===== src/rtl/rx_packet_sequencer_pkg.sv =====
// Shared types and constants for the USB RX packet sequencer.
// Holds the FSM state encoding, error codes, the SYNC pattern and the PID constants.
package rx_packet_sequencer_pkg;

   typedef enum logic [2:0] {
      S_IDLE, S_HUNT, S_PID, S_DATA, S_DRAIN, S_CHECK
   } rx_state_e;

   localparam logic [2:0] ERR_PID       = 3'd1;
   localparam logic [2:0] ERR_CRC       = 3'd2;
   localparam logic [2:0] ERR_TIMEOUT   = 3'd3;
   localparam logic [2:0] ERR_OVERFLOW  = 3'd4;
   localparam logic [2:0] ERR_EARLY_EOP = 3'd5;

   // KJKJKJKK decoded and shifted in LSB-first
   localparam logic [7:0] SYNC_PAT = 8'b1000_0000;

   localparam logic [3:0] PID_OUT   = 4'h1;
   localparam logic [3:0] PID_ACK   = 4'h2;
   localparam logic [3:0] PID_DATA0 = 4'h3;
   localparam logic [1:0] PID_HSK   = 2'b10;

   function automatic logic pid_check(input logic [7:0] b);
      return b[3:0] == ~b[7:4];
   endfunction

endpackage


===== src/rtl/rx_seq_counter.sv =====
// Saturating up-counter with synchronous clear; clear has priority over enable.
module rx_seq_counter #(
   parameter int W = 8
) (
   input  logic         clk,
   input  logic         rst_n,
   input  logic         clr,
   input  logic         en,
   output logic [W-1:0] cnt
);

   always_ff @(posedge clk or negedge rst_n) begin
      if (!rst_n)                 cnt <= '0;
      else if (clr)               cnt <= '0;
      else if (en && cnt != '1)   cnt <= cnt + 1'b1;
   end

endmodule


===== src/rtl/rx_packet_sequencer.sv =====
// USB receive packet sequencer: SYNC hunt, PID capture/check, data length guard,
// drain and CRC verdict. All pulse outputs are registered so reset forces them low.
module rx_packet_sequencer
   import rx_packet_sequencer_pkg::*;
#(
   parameter int TIMEOUT_CYC = 255,
   parameter int MAX_BITS    = 600
) (
   input  logic       clk,
   input  logic       rst_n,
   input  logic       abort,
   input  logic       rx_arm,
   input  logic       bit_valid,
   input  logic       bit_in,
   input  logic       se0,
   input  logic       end_decode,
   input  logic       crc_ok,
   output logic       start_unstuffer,
   output logic       end_unstuffer,
   output logic       unstuff_abort,
   output logic [3:0] pid,
   output logic       rx_busy,
   output logic       pkt_done,
   output logic       pkt_err,
   output logic [2:0] err_code
);

   localparam int TO_W = $clog2(TIMEOUT_CYC + 1);
   localparam int BC_W = 10;
   localparam logic [TO_W-1:0] TO_LAST   = TO_W'(TIMEOUT_CYC - 1);
   localparam logic [BC_W-1:0] BITS_LAST = BC_W'(MAX_BITS - 1);
   localparam logic [BC_W-1:0] PID_LAST  = BC_W'(7);

   rx_state_e       state, state_nxt;
   logic [7:0]      sr_q, sr_nxt, sr_shift;
   logic [3:0]      pid_nxt;
   logic [TO_W-1:0] to_cnt;
   logic [BC_W-1:0] bit_cnt;
   logic            start_nxt, end_nxt, abort_nxt, done_nxt, err_nxt;
   logic [2:0]      code_nxt;

   assign sr_shift = {bit_in, sr_q[7:1]};
   assign rx_busy  = (state != S_IDLE);

   // Bit counter spans PID and DATA: MAX_BITS is a post-SYNC total
   rx_seq_counter #(.W(TO_W)) u_timeout (
      .clk(clk), .rst_n(rst_n), .clr(state == S_IDLE),
      .en(state == S_HUNT), .cnt(to_cnt)
   );

   rx_seq_counter #(.W(BC_W)) u_bitcnt (
      .clk(clk), .rst_n(rst_n), .clr(state == S_IDLE),
      .en(bit_valid && (state == S_PID || state == S_DATA)), .cnt(bit_cnt)
   );

   always_comb begin
      state_nxt = state;
      sr_nxt    = sr_q;
      pid_nxt   = pid;
      start_nxt = 1'b0;
      end_nxt   = 1'b0;
      abort_nxt = 1'b0;
      done_nxt  = 1'b0;
      err_nxt   = 1'b0;
      code_nxt  = 3'd0;
      if (abort) begin
         state_nxt = S_IDLE;
         abort_nxt = 1'b1;
      end else begin
         case (state)
            S_IDLE: if (rx_arm) begin
               state_nxt = S_HUNT;
               sr_nxt    = '0;
               pid_nxt   = '0;
            end
            S_HUNT: begin
               if (bit_valid) sr_nxt = sr_shift;
               if (bit_valid && sr_shift == SYNC_PAT) begin
                  state_nxt = S_PID;
                  start_nxt = 1'b1;
               end else if (to_cnt == TO_LAST) begin
                  state_nxt = S_IDLE;
                  err_nxt   = 1'b1;
                  code_nxt  = ERR_TIMEOUT;
                  abort_nxt = 1'b1;
               end
            end
            S_PID: begin
               if (se0) begin
                  state_nxt = S_IDLE;
                  err_nxt   = 1'b1;
                  code_nxt  = ERR_EARLY_EOP;
                  abort_nxt = 1'b1;
               end else if (bit_valid) begin
                  sr_nxt = sr_shift;
                  if (bit_cnt == PID_LAST) begin
                     if (pid_check(sr_shift)) begin
                        state_nxt = S_DATA;
                        pid_nxt   = sr_shift[3:0];
                     end else begin
                        state_nxt = S_IDLE;
                        err_nxt   = 1'b1;
                        code_nxt  = ERR_PID;
                        abort_nxt = 1'b1;
                     end
                  end
               end
            end
            S_DATA: begin
               if (se0) begin
                  state_nxt = S_DRAIN;
                  end_nxt   = 1'b1;
               end else if (bit_valid && bit_cnt == BITS_LAST) begin
                  state_nxt = S_IDLE;
                  err_nxt   = 1'b1;
                  code_nxt  = ERR_OVERFLOW;
                  abort_nxt = 1'b1;
               end
            end
            S_DRAIN: if (end_decode) state_nxt = S_CHECK;
            S_CHECK: begin
               state_nxt = S_IDLE;
               // Handshakes carry no CRC, so the residue is meaningless for them
               if (pid[1:0] == PID_HSK || crc_ok) done_nxt = 1'b1;
               else begin
                  err_nxt  = 1'b1;
                  code_nxt = ERR_CRC;
               end
            end
            default: state_nxt = S_IDLE;
         endcase
      end
   end

   always_ff @(posedge clk or negedge rst_n) begin
      if (!rst_n) begin
         state           <= S_IDLE;
         sr_q            <= '0;
         pid             <= '0;
         start_unstuffer <= 1'b0;
         end_unstuffer   <= 1'b0;
         unstuff_abort   <= 1'b0;
         pkt_done        <= 1'b0;
         pkt_err         <= 1'b0;
         err_code        <= 3'd0;
      end else begin
         state           <= state_nxt;
         sr_q            <= sr_nxt;
         pid             <= pid_nxt;
         start_unstuffer <= start_nxt;
         end_unstuffer   <= end_nxt;
         unstuff_abort   <= abort_nxt;
         pkt_done        <= done_nxt;
         pkt_err         <= err_nxt;
         err_code        <= code_nxt;
      end
   end

endmodule


===== config.mk =====
export PLATFORM = sky130hd
export DESIGN_NAME = rx_packet_sequencer
export DESIGN_NICKNAME = d
export VERILOG_FILES = /design/src/rtl/rx_packet_sequencer_pkg.sv /design/src/rtl/rx_seq_counter.sv /design/src/rtl/rx_packet_sequencer.sv
export SDC_FILE = /design/constraint.sdc
export NUM_CORES = 1
export LEC_CHECK = 0
export ABC_AREA = 1
export CAP_MARGIN = 20
export CELL_PAD_IN_SITES_DETAIL_PLACEMENT = 1
export CELL_PAD_IN_SITES_GLOBAL_PLACEMENT = 1
export CORE_ASPECT_RATIO = 0.8
export CORE_UTILIZATION = 37
export CTS_BUF_LIST = sky130_fd_sc_hd__clkbuf_16
export DETAILED_ROUTE_END_ITERATION = 10
export PLACE_DENSITY = 0.72
export SLEW_MARGIN = 10
export SYNTH_ARGS = -nofsm -noshare
export SYNTH_HDL_FRONTEND = slang
export SYNTH_SLANG_ARGS = --single-unit

===== constraint.sdc =====
create_clock -name clk -period 1.36 [get_ports clk]
set_input_delay 0.272 -clock clk [delete_from_list [all_inputs] [get_ports clk]]
set_output_delay 0.272 -clock clk [all_outputs]
set_load 0.03 [all_outputs]

==> impl_results.md, run 1 <==
- Outcome: complete, but fails checks
- Failing checks: setup timing
- Vias per cell: 5.217
- Fin crit share: 1.246
- Commonest non-fill, non-tap cell in the layout: nand2_1
- Skew final: approximately 0.0066 ns
- TritonCTS Buffers: 5
- Distinct cells, synth: 28
- Pwr/cell area: 1257 mW/mm2
- Critical path capture point type: flip-flop
- Crit path buf inv count: 3
- Vias in the first global route: ~2800
- Placed cell count: 481
- Synthesized Nets: 329
- CTS HTree Levels: 2
- Max Freq: 590.4 MHz
- Clk root buf: clkbuf_16
- Mean Syn Cell Area: 7.314 um2
- Overall power: 4.702 mW
- Sequential share of the synthesized area: 0.4317
- Mapped cell area: 0.002318 mm2
- Share of cells above drive strength 1: 0.4269
- Vias: 2598
- GPL Wtd Cong: 0.8240
- Core ar.: approximately 0.006 mm2
- Antenna cell count: 0
- Global-route wire length before repair: ~14000 um
- Clock-pin slew on the worst setup and hold paths: 0.06 ns
- CP Launch Type: flip-flop
- Ports: 22
- Die area: approximately 0.0066 mm2
- Most frequent CP cell: nor2_4
- Largest delay contributor family on the critical path: simple AND/OR/NAND/NOR gates
- Number of port buffers: 21
- Final std cells w/o fill: 498
- CTS tree: built
- Area Growth Syn to Fin: 61.36%
- Die X: 90.50 um
- Number of iterations in the first detailed-routing pass: 4
- Overall routing resource usage: 0.2710
- Final Critical Period: 1.694 ns
- CP max stage delay: about 0.4 ns
- Slew of the pin with the lowest slew margin: 0.3614 ns
- Critical Path AT: 1.91 ns
- Unrepaired setup endpoints after global routing: true
- Critical-path cell list: inv_2 -> buf_12 -> nor2_4 -> nand2_4 -> nor2_4 -> nor2_4 -> nand2_2 -> a21oi_4 -> buf_12 -> nand3_2 -> o21ai_1
- Most frequent cells in the layout: nand2_1 (66), buf_4 (59), dfrtp_1 (36)
- Largest net degree at the start of global routing: 41
- DR WL/cell: 18.56 um
- Setup CP Type: reg -> reg
- Post-route cell area: about 0.0037 mm2
- R2R setup slack: -0.33 ns
- Setup violators final: 37
- 1st-iter DRT viols: ~110
- Post-layout util: 0.6262
- Final Net Count: 428
- DP Area: around 0.0032 mm2
- Area of the multi-input gates: 0.001453 mm2
- Fill count: ~730
- DRC viols: 0
- Detailed placer's ending HPWL: 5494 um
- Final slew viol count: 0
- Max_slew headroom: 0.7572
- Initial Util: 0.3881
- Die Y: roughly 73 um
- Yosys reg bits: 40
- GRT overflow: 0
- Cells after Synth: about 320
- Cell at the slowest stage of the critical path: dfrtp_1
- Worst-Skew Late Latency: 0.29 ns
- Critical Path RT: 1.57 ns
- Sequential cell area: 0.001006 mm2
- LEAKAGE: between 1.5 and 2 nW
- Final WS setup: -0.3339 ns
- Final hold violations: 0
- Worst hold path class: in -> async
- Max FO, Critical Path: 13
- Max Cap Viol: 0
- Synth warn: 0
- CTS max path bufs: 2
- Maximum vdd drop: roughly 0.54 mV
- # rows: 25
- Initial antenna violation count: 0
- WL final: 9241 um
- Clock sink count: 40
- Post-route ant nets: 0
## stage by stage
| step | TNS (ns) | hold WS (ns) | worst slack [ns] |
|---|---|---|---|
| finish | -5.947 | 0.4755 | -0.3339 |
| global route | -8.381 | 0.5234 | -0.3889 |
| CTS | -3.333 | 0.5122 | -0.2149 |
| detailed placement | -10.06 | 0.2655 | -0.4992 |
| global placement | -8.578 | 0.2632 | -0.4571 |
| floorplan | -0.1900 | -0.02359 | -0.04612 |
## registers in the layout (all words and copies together) (netlist names)
signal           count
pid                  4
end_unstuffer        1
pkt_err              1
sr_q                 7
pkt_done             1
err_code             3
u_timeout.cnt        8
unstuff_abort        1
start_unstuffer      1
u_bitcnt.cnt        10
state                3
## logic make-up (layout without fill, tap and decap cells)
family | after synthesis | count (layout) | synth area share
simple gates | 180 | 180 | 0.3497
compound gates | 39 | 39 | 0.09931
flops | 40 | 40 | 0.4317
fa+ha+maj | 3 | 3 | 0.01619
buf+inv | 52 | 152 | 0.09174
xor+xnor | 3 | 3 | 0.01134
## what timing repair did
action / 4_1_cts / 5_1_grt
hold buffers: 1 / 0
gates resized for setup: 83 / 44
buffers inserted: 5 / 6
hold endpoints to repair: 40 / 0
endpoints found under the setup margin: 48 / 40
pin swaps: 16 / 16
## final timing paths
kind,start,to,depth (start not counted)
max,state[1],sr_q[1],11
min,rst_n,u_timeout.cnt[7],3
max reg2reg,state[1],sr_q[1],11
min reg2reg,pid[3],pid[3],2
max in group asynchronous,rst_n,u_bitcnt.cnt[8],3
min in group clk,pid[3],pid[3],2
## per-layer routing
layer	wire length, um	global-route usage	vias up
li1	-	-	1215
met4	259	0.08423	0
met2	4630	0.4781	72
met3	328	0.04375	27
met5	0	0	-
met1	4023	0.3448	1284
## final cells by class
cell class	count	area share
timing repair buffer	96	0.2264
multi-input combinational	225	0.3883
inverter	48	0.05217
clock inverter	3	0.003679
sequential	40	0.2689
tap	81	0.02709
clock buffer	5	0.03344
## cell usage after synthesis, drive strengths merged
library cell / count / area, um2
nand2: 82 / 322.8
inv: 48 / 180.2
nor2: 45 / 201.4
dfrtp: 40 / 1001
nand3: 32 / 160.2
o21ai: 23 / 126.4
nand4: 12 / 75.07
a21oi: 11 / 66.32
nor3: 6 / 30.03
buf: 4 / 32.53
ha: 3 / 37.54
o21a: 2 / 15.01
xor2: 2 / 17.52
a211oi: 1 / 7.510
nand3b: 1 / 7.510
nor3b: 1 / 7.510
o21bai: 1 / 7.510
o31ai: 1 / 7.510
or2: 1 / 6.260
xnor2: 1 / 8.760
## report_power, final
group / leakage [nW] / internal [mW] / total [mW] / switching, mW
combinational: 1.14 / 0.906 / 2.22 / 1.31
clock: 0.0710 / 0.668 / 1.16 / 0.497
sequential: 0.547 / 1.26 / 1.32 / 0.0541
total: 1.76 / 2.84 / 4.70 / 1.87
## worst reg2reg max path, stage by stage, from the launching register on
cell     delay (ns)
dfrtp_1        0.39
inv_2          0.12
buf_12         0.12
nor2_4         0.04
nand2_4        0.12
nor2_4         0.07
nor2_4         0.12
nand2_2        0.09
a21oi_4        0.19
buf_12         0.18
nand3_2        0.09
o21ai_1        0.09
Power figures use the tool's default switching activity.
==> inputs of run 2 (changes only) <==
--- a/config.mk
+++ b/config.mk
@@ -12,6 +12,7 @@
 export CORE_ASPECT_RATIO = 0.8
 export CORE_UTILIZATION = 37
 export CTS_BUF_LIST = sky130_fd_sc_hd__clkbuf_16
+export CTS_CLUSTER_SIZE = 30
 export DETAILED_ROUTE_END_ITERATION = 10
 export PLACE_DENSITY = 0.72
 export SLEW_MARGIN = 10
==> results of run 2 <==
No change in the layout: final DEF, timing and power equal those of run 1.
